$ cat src/rtl/logic_unit_pkg.sv
// Shared opcodes and stage payload layout for the pipelined logic unit.
package logic_unit_pkg;

  localparam logic [1:0] OP_AND  = 2'b00;
  localparam logic [1:0] OP_OR   = 2'b01;
  localparam logic [1:0] OP_XOR  = 2'b10;
  localparam logic [1:0] OP_XNOR = 2'b11;

  // Condition flags travel in the two LSBs of the payload: {result, zf, sf}.
  typedef struct packed {
    logic zf;
    logic sf;
  } flags_t;

  localparam int FLAG_BITS = $bits(flags_t);

  function automatic int payload_width(input int width);
    return width + FLAG_BITS;
  endfunction

endpackage

$ cat src/rtl/logic_pipe_stage.sv
// One valid/ready register slice. Ready looks only at the local valid and the
// downstream ready, so an empty slice never blocks the slice behind it.
module logic_pipe_stage #(
  parameter int PW = 8
) (
  input  logic          clk,
  input  logic          rst,
  input  logic          in_valid,
  output logic          in_ready,
  input  logic [PW-1:0] in_data,
  output logic          out_valid,
  input  logic          out_ready,
  output logic [PW-1:0] out_data
);

  logic          valid_q, valid_d;
  logic [PW-1:0] data_q, data_d;

  assign in_ready  = ~valid_q | out_ready;
  assign out_valid = valid_q;
  assign out_data  = data_q;

  // Load a new beat (or a bubble) whenever this slice is free or draining.
  always_comb begin
    valid_d = valid_q;
    data_d  = data_q;
    if (in_ready) begin
      valid_d = in_valid;
      if (in_valid) data_d = in_data;
    end
  end

  // Slice registers; reset discards any beat held here.
  always_ff @(posedge clk or posedge rst) begin
    if (rst) begin
      valid_q <= 1'b0;
      data_q  <= '0;
    end else begin
      valid_q <= valid_d;
      data_q  <= data_d;
    end
  end

endmodule

$ cat src/rtl/pipelined_logic_unit.sv
// Pipelined AND/OR/XOR/XNOR unit with zero/sign flags and valid/ready on both
// sides. Stage 0 computes; the remaining stages only carry the payload.
module pipelined_logic_unit
  import logic_unit_pkg::*;
#(
  parameter int WIDTH  = 64,
  parameter int STAGES = 2
) (
  input  logic             clk,
  input  logic             rst,
  input  logic             in_valid,
  output logic             in_ready,
  input  logic [1:0]       op,
  input  logic [WIDTH-1:0] a,
  input  logic [WIDTH-1:0] b,
  output logic             out_valid,
  input  logic             out_ready,
  output logic [WIDTH-1:0] result,
  output logic             zf,
  output logic             sf,
  output logic [2:0]       occupancy
);

  localparam int PW = payload_width(WIDTH);

  if (STAGES < 1 || STAGES > 4) begin : g_bad_stages
    $fatal(1, "pipelined_logic_unit: STAGES=%0d outside 1..4", STAGES);
  end

  logic [WIDTH-1:0] res_c;
  flags_t           flags_c;

  logic          stage_valid [0:STAGES];
  logic          stage_ready [0:STAGES];
  logic [PW-1:0] stage_data  [0:STAGES];

  logic       push, pop;
  logic [2:0] occ_q, occ_d;

  // Stage-0 compute: opcode select plus flags from the full-width result.
  always_comb begin
    case (op)
      OP_AND:  res_c = a & b;
      OP_OR:   res_c = a | b;
      OP_XOR:  res_c = a ^ b;
      default: res_c = ~(a ^ b);
    endcase
    flags_c.zf = ~|res_c;
    flags_c.sf = res_c[WIDTH-1];
  end

  assign stage_valid[0]      = in_valid;
  assign stage_data[0]       = {res_c, flags_c};
  assign stage_ready[STAGES] = out_ready;

  for (genvar i = 0; i < STAGES; i++) begin : g_stage
    logic_pipe_stage #(.PW(PW)) u_stage (
      .clk       (clk),
      .rst       (rst),
      .in_valid  (stage_valid[i]),
      .in_ready  (stage_ready[i]),
      .in_data   (stage_data[i]),
      .out_valid (stage_valid[i+1]),
      .out_ready (stage_ready[i+1]),
      .out_data  (stage_data[i+1])
    );
  end

  assign in_ready                = stage_ready[0];
  assign out_valid               = stage_valid[STAGES];
  assign {result, zf, sf}        = stage_data[STAGES];

  assign push = in_valid & in_ready;
  assign pop  = out_valid & out_ready;

  // Occupancy tracks beats in flight; a same-cycle push and pop cancel.
  always_comb begin
    occ_d = occ_q;
    if (push & ~pop)      occ_d = occ_q + 3'd1;
    else if (pop & ~push) occ_d = occ_q - 3'd1;
  end

  // Occupancy register.
  always_ff @(posedge clk or posedge rst) begin
    if (rst) occ_q <= 3'd0;
    else     occ_q <= occ_d;
  end

  assign occupancy = occ_q;

endmodule
$ cat config.mk
export PLATFORM = sky130hd
export DESIGN_NAME = pipelined_logic_unit
export DESIGN_NICKNAME = d
export VERILOG_FILES = /design/src/rtl/logic_unit_pkg.sv /design/src/rtl/logic_pipe_stage.sv /design/src/rtl/pipelined_logic_unit.sv
export SDC_FILE = /design/constraint.sdc
export NUM_CORES = 1
export LEC_CHECK = 0
export BUFFER_PORTS_ARGS = -buffer_cell sky130_fd_sc_hd__buf_4
export CORE_UTILIZATION = 31
export CTS_CLUSTER_DIAMETER = 40
export DETAILED_ROUTE_END_ITERATION = 8
export PLACE_DENSITY_LB_ADDON = 0.25
export SLEW_MARGIN = 20
export SYNTH_ARGS = -nofsm -noshare
export SYNTH_HDL_FRONTEND = slang
export SYNTH_SLANG_ARGS = --single-unit
$ cat constraint.sdc
create_clock -name clk -period 5.16 [get_ports clk]
set_clock_uncertainty 0.15 [all_clocks]
set_input_delay 0.774 -clock clk [delete_from_list [all_inputs] [get_ports clk]]
set_output_delay 0.774 -clock clk [all_outputs]
set_load 0.01 [all_outputs]
==> flow_metrics.env <==
export IMPL_final_nets=1346
export IMPL_cp_common_cell="nor4_1"
export IMPL_ys_ff_latch=135
export IMPL_cpPeakStageDelay_ns=0.65
export IMPL_crit_required_ns=5.35
export IMPL_worstPathCellList="buf_6 -> mux2_2 -> mux2i_1 -> nor4_1 -> nand4_1 -> nor4_1 -> a32o_1"
export IMPL_cts_sinks=135
export IMPL_start_util_pct=31.5
export IMPL_dr_total_vias=6692
export IMPL_period_needed_ns=3.01
export IMPL_drv_cap=0
export IMPL_yosys_warnings=0
export IMPL_n_antenna_cell=0
export IMPL_root_buffer="clkbuf_16"
export IMPL_synth_area_sq_um=9310
export IMPL_clk_latency_ns=0.42
export IMPL_arrival_ns=3.21
export IMPL_cts_buffers=17
export IMPL_crit_buf_inv=1
export IMPL_p_leak_nw=6.33
export IMPL_endpoint_kind="flop"
export IMPL_antenna_found_initial=0
export IMPL_criticalPathCategory="input pin to flop"
export IMPL_setup_viol=0
export IMPL_vias_per_cell=4.51
export IMPL_min_path_type="flop to flop"
export IMPL_grt_usage_pct=15.3
export IMPL_die_w_um=175
export IMPL_synthTopCellsByArea="dfrtp_1 (36%), ha_1 (17%), mux2i_1 (14%), mux2_2 (13%), inv_1 (5.3%)"
export IMPL_start_kind="input pin"
export IMPL_die_h_um=175
export IMPL_die_area_sq_um=30700
export IMPL_syn_avg_cell_area_sq_um=10.4
export IMPL_grt_pass1_wl_um=36100
export IMPL_ctsHoldBuffers=0
export IMPL_ir_worst_vdd_mv=0.241
export IMPL_htreeDepth=4
export IMPL_gp_congestion=0.787
export IMPL_portBuffers=204
export IMPL_synth_seq_area_share_pct=36.3
export IMPL_worst_pin_slew_ns=1.00
export IMPL_core_area_sq_um=29600
export IMPL_post_dp_hpwl_um=17400
export IMPL_hold_viol=0
export IMPL_drc=0
export IMPL_num_rows=63
export IMPL_min_period_over_period_pct=58.4
export IMPL_overflow=0
export IMPL_rsz0062_at_grt="no"
export IMPL_timing_slew_headroom_pct=33.2
export IMPL_holdWs_ns=0.320
export IMPL_cp_top_family="simple AND/OR/NAND/NOR gates"
export IMPL_grt_max_degree=100
export IMPL_synth_largest_area_cell="dfrtp_1"
export IMPL_drtIter0Drc=254
export IMPL_final_layout_size_suffix_gt1_share_pct=32.3
export IMPL_slew_viol_final=0
export IMPL_area_growth_pct=26.3
export IMPL_cts_tree="yes"
export IMPL_fmax_mhz=332
export IMPL_post_cts_resized=0
export IMPL_fin_tns_setup_ns=0
export IMPL_grt_pass1_vias=6573
export IMPL_status="complete, no violations"
export IMPL_ios=205
export IMPL_wl_um=23000
export IMPL_clock_path_buffers=2
export IMPL_synthCells=899
export IMPL_cp_slowest_cell="buf_6"
export IMPL_dr_pass1_iters=5
export IMPL_p_per_area_nw_per_um2=332
export IMPL_cp_max_fo=85
export IMPL_wire_per_inst_um=15.5
export IMPL_postCtsSetupRepairBufs=0
export IMPL_drtAntennaViolNets=0
export IMPL_yosysTopAreaCellShare_pct=36.3
export IMPL_synth_distinct_cells=26
export IMPL_syn_num_nets=1163
export IMPL_cts_clk_slew_worst_paths_ns=0.05
==> final timing paths <==
| kind | to | slack, ns | cells after the start | start |
|---|---|---|---|---|
| worst max register to register | g_stage[0].u_stage.out_data[1] | 2.89 | 7 | g_stage[0].u_stage.out_valid |
| max in group asynchronous | occupancy[0] | 3.36 | 3 | rst |
| worst max-delay path | g_stage[0].u_stage.out_data[1] | 2.15 | 7 | op[1] |
| min in group asynchronous | g_stage[1].u_stage.out_data[37] | 0.41 | 2 | rst |
| worst min register to register | g_stage[0].u_stage.out_data[33] | 0.32 | 2 | g_stage[0].u_stage.out_data[33] |
| worst min-delay path | g_stage[0].u_stage.out_data[33] | 0.32 | 2 | g_stage[0].u_stage.out_data[33] |
==> cells by family (layout without fill, tap and decap cells) <==
family | Yosys count | count (layout) | share of synthesized area [%]
multiplexers | 238 | 238 | 27.1
buffers and inverters | 176 | 372 | 8.37
AND/OR/NAND/NOR | 145 | 145 | 6.47
flip-flops | 135 | 135 | 36.3
adder cells (fa/ha/maj) | 130 | 130 | 17.5
AO/OA/AOI/OAI | 72 | 72 | 4.00
XOR/XNOR | 3 | 3 | 0.282
==> state kept, by name (all words and copies together), names as in the netlist <==
signal / flops
g_stage.u_stage.out_data: 130
occupancy: 3
g_stage.u_stage.out_valid: 2
==> tightest hold or removal path: stages (launching register included) <==
cell and delay [ns]:
dfrtp_1 0.34, nand2_1 0.04, o21ai_0 0.05
==> per-layer routing <==
metal  vias to the layer above  share of wire, %  GRT usage (%)
li1                       3357                 -              -
met5                         -                 0              0
met4                         0               1.5           4.64
met2                       138                45           23.6
met1                      3174                50           21.9
met3                        23               4.0           2.49
==> cells in the mapped netlist, drive strengths merged <==
cell,n
a211oi,3
a21oi,34
a32o,1
buf,21
clkbuf,24
dfrtp,135
fa,1
ha,129
inv,131
mux2,110
mux2i,128
nand2,86
nand2b,3
nand3,1
nand3b,1
nand4,9
nor2,35
nor3,1
nor4,9
o21ai,34
xnor2,1
xor2,2
==> power breakdown <==
group	internal, mW	switching (mW)	total, mW
Combinational	0.587	0.515	1.10
Clock	0.842	0.493	1.33
Sequential	1.31	0.159	1.47
Total	2.74	1.17	3.91
==> stage by stage <==
stage	power (mW)	utilization [%]	std cells	instance area, sq um	setup WS (ns)
global route	4.15	39.8	1485	11800	1.98
finish	3.91	39.8	1485	11800	2.15
CTS	3.97	39.8	1485	11800	2.15
floorplan	2.07	-	899	9310	0.625
global placement	2.59	37.6	1453	11100	1.70
detailed placement	2.62	37.6	1453	11100	1.70
==> cell type report <==
| type | instances | area, sq um |
|---|---|---|
| clock buffer | 19 | 453 |
| clock inverter | 13 | 190 |
| fill | 2970 | 17800 |
| inverter | 131 | 497 |
| multi-input combinational | 588 | 5170 |
| sequential | 135 | 3380 |
| tap | 390 | 488 |
| timing repair buffer | 209 | 1590 |
==> placed cells by master, fill, tap and decap left out <==
cell type,synthesis,layout
clkbuf_16,0,17
dfrtp_1,135,135
buf_6,12,1
fa_1,1,1
o21ai_0,34,34
nor2_1,35,35
nand4_1,9,9
ha_1,129,129
nand2b_1,3,3
clkinvlp_4,0,1
bufinv_16,0,4
nand2_1,86,84
a211oi_1,3,3
nand3_1,1,1
clkinv_2,0,2
xor2_1,2,2
inv_6,0,6
mux2i_1,128,128
a21oi_1,34,34
nor3_1,1,1
xnor2_1,1,1
clkbuf_8,0,2
nand3b_1,1,1
mux2_2,110,110
inv_1,131,130
buf_4,4,207
nor4_1,9,9
clkinv_4,0,1
nand2_4,0,2
buf_12,0,1
a32o_1,1,1
No activity file was read; power rests on OpenSTA's default activity.
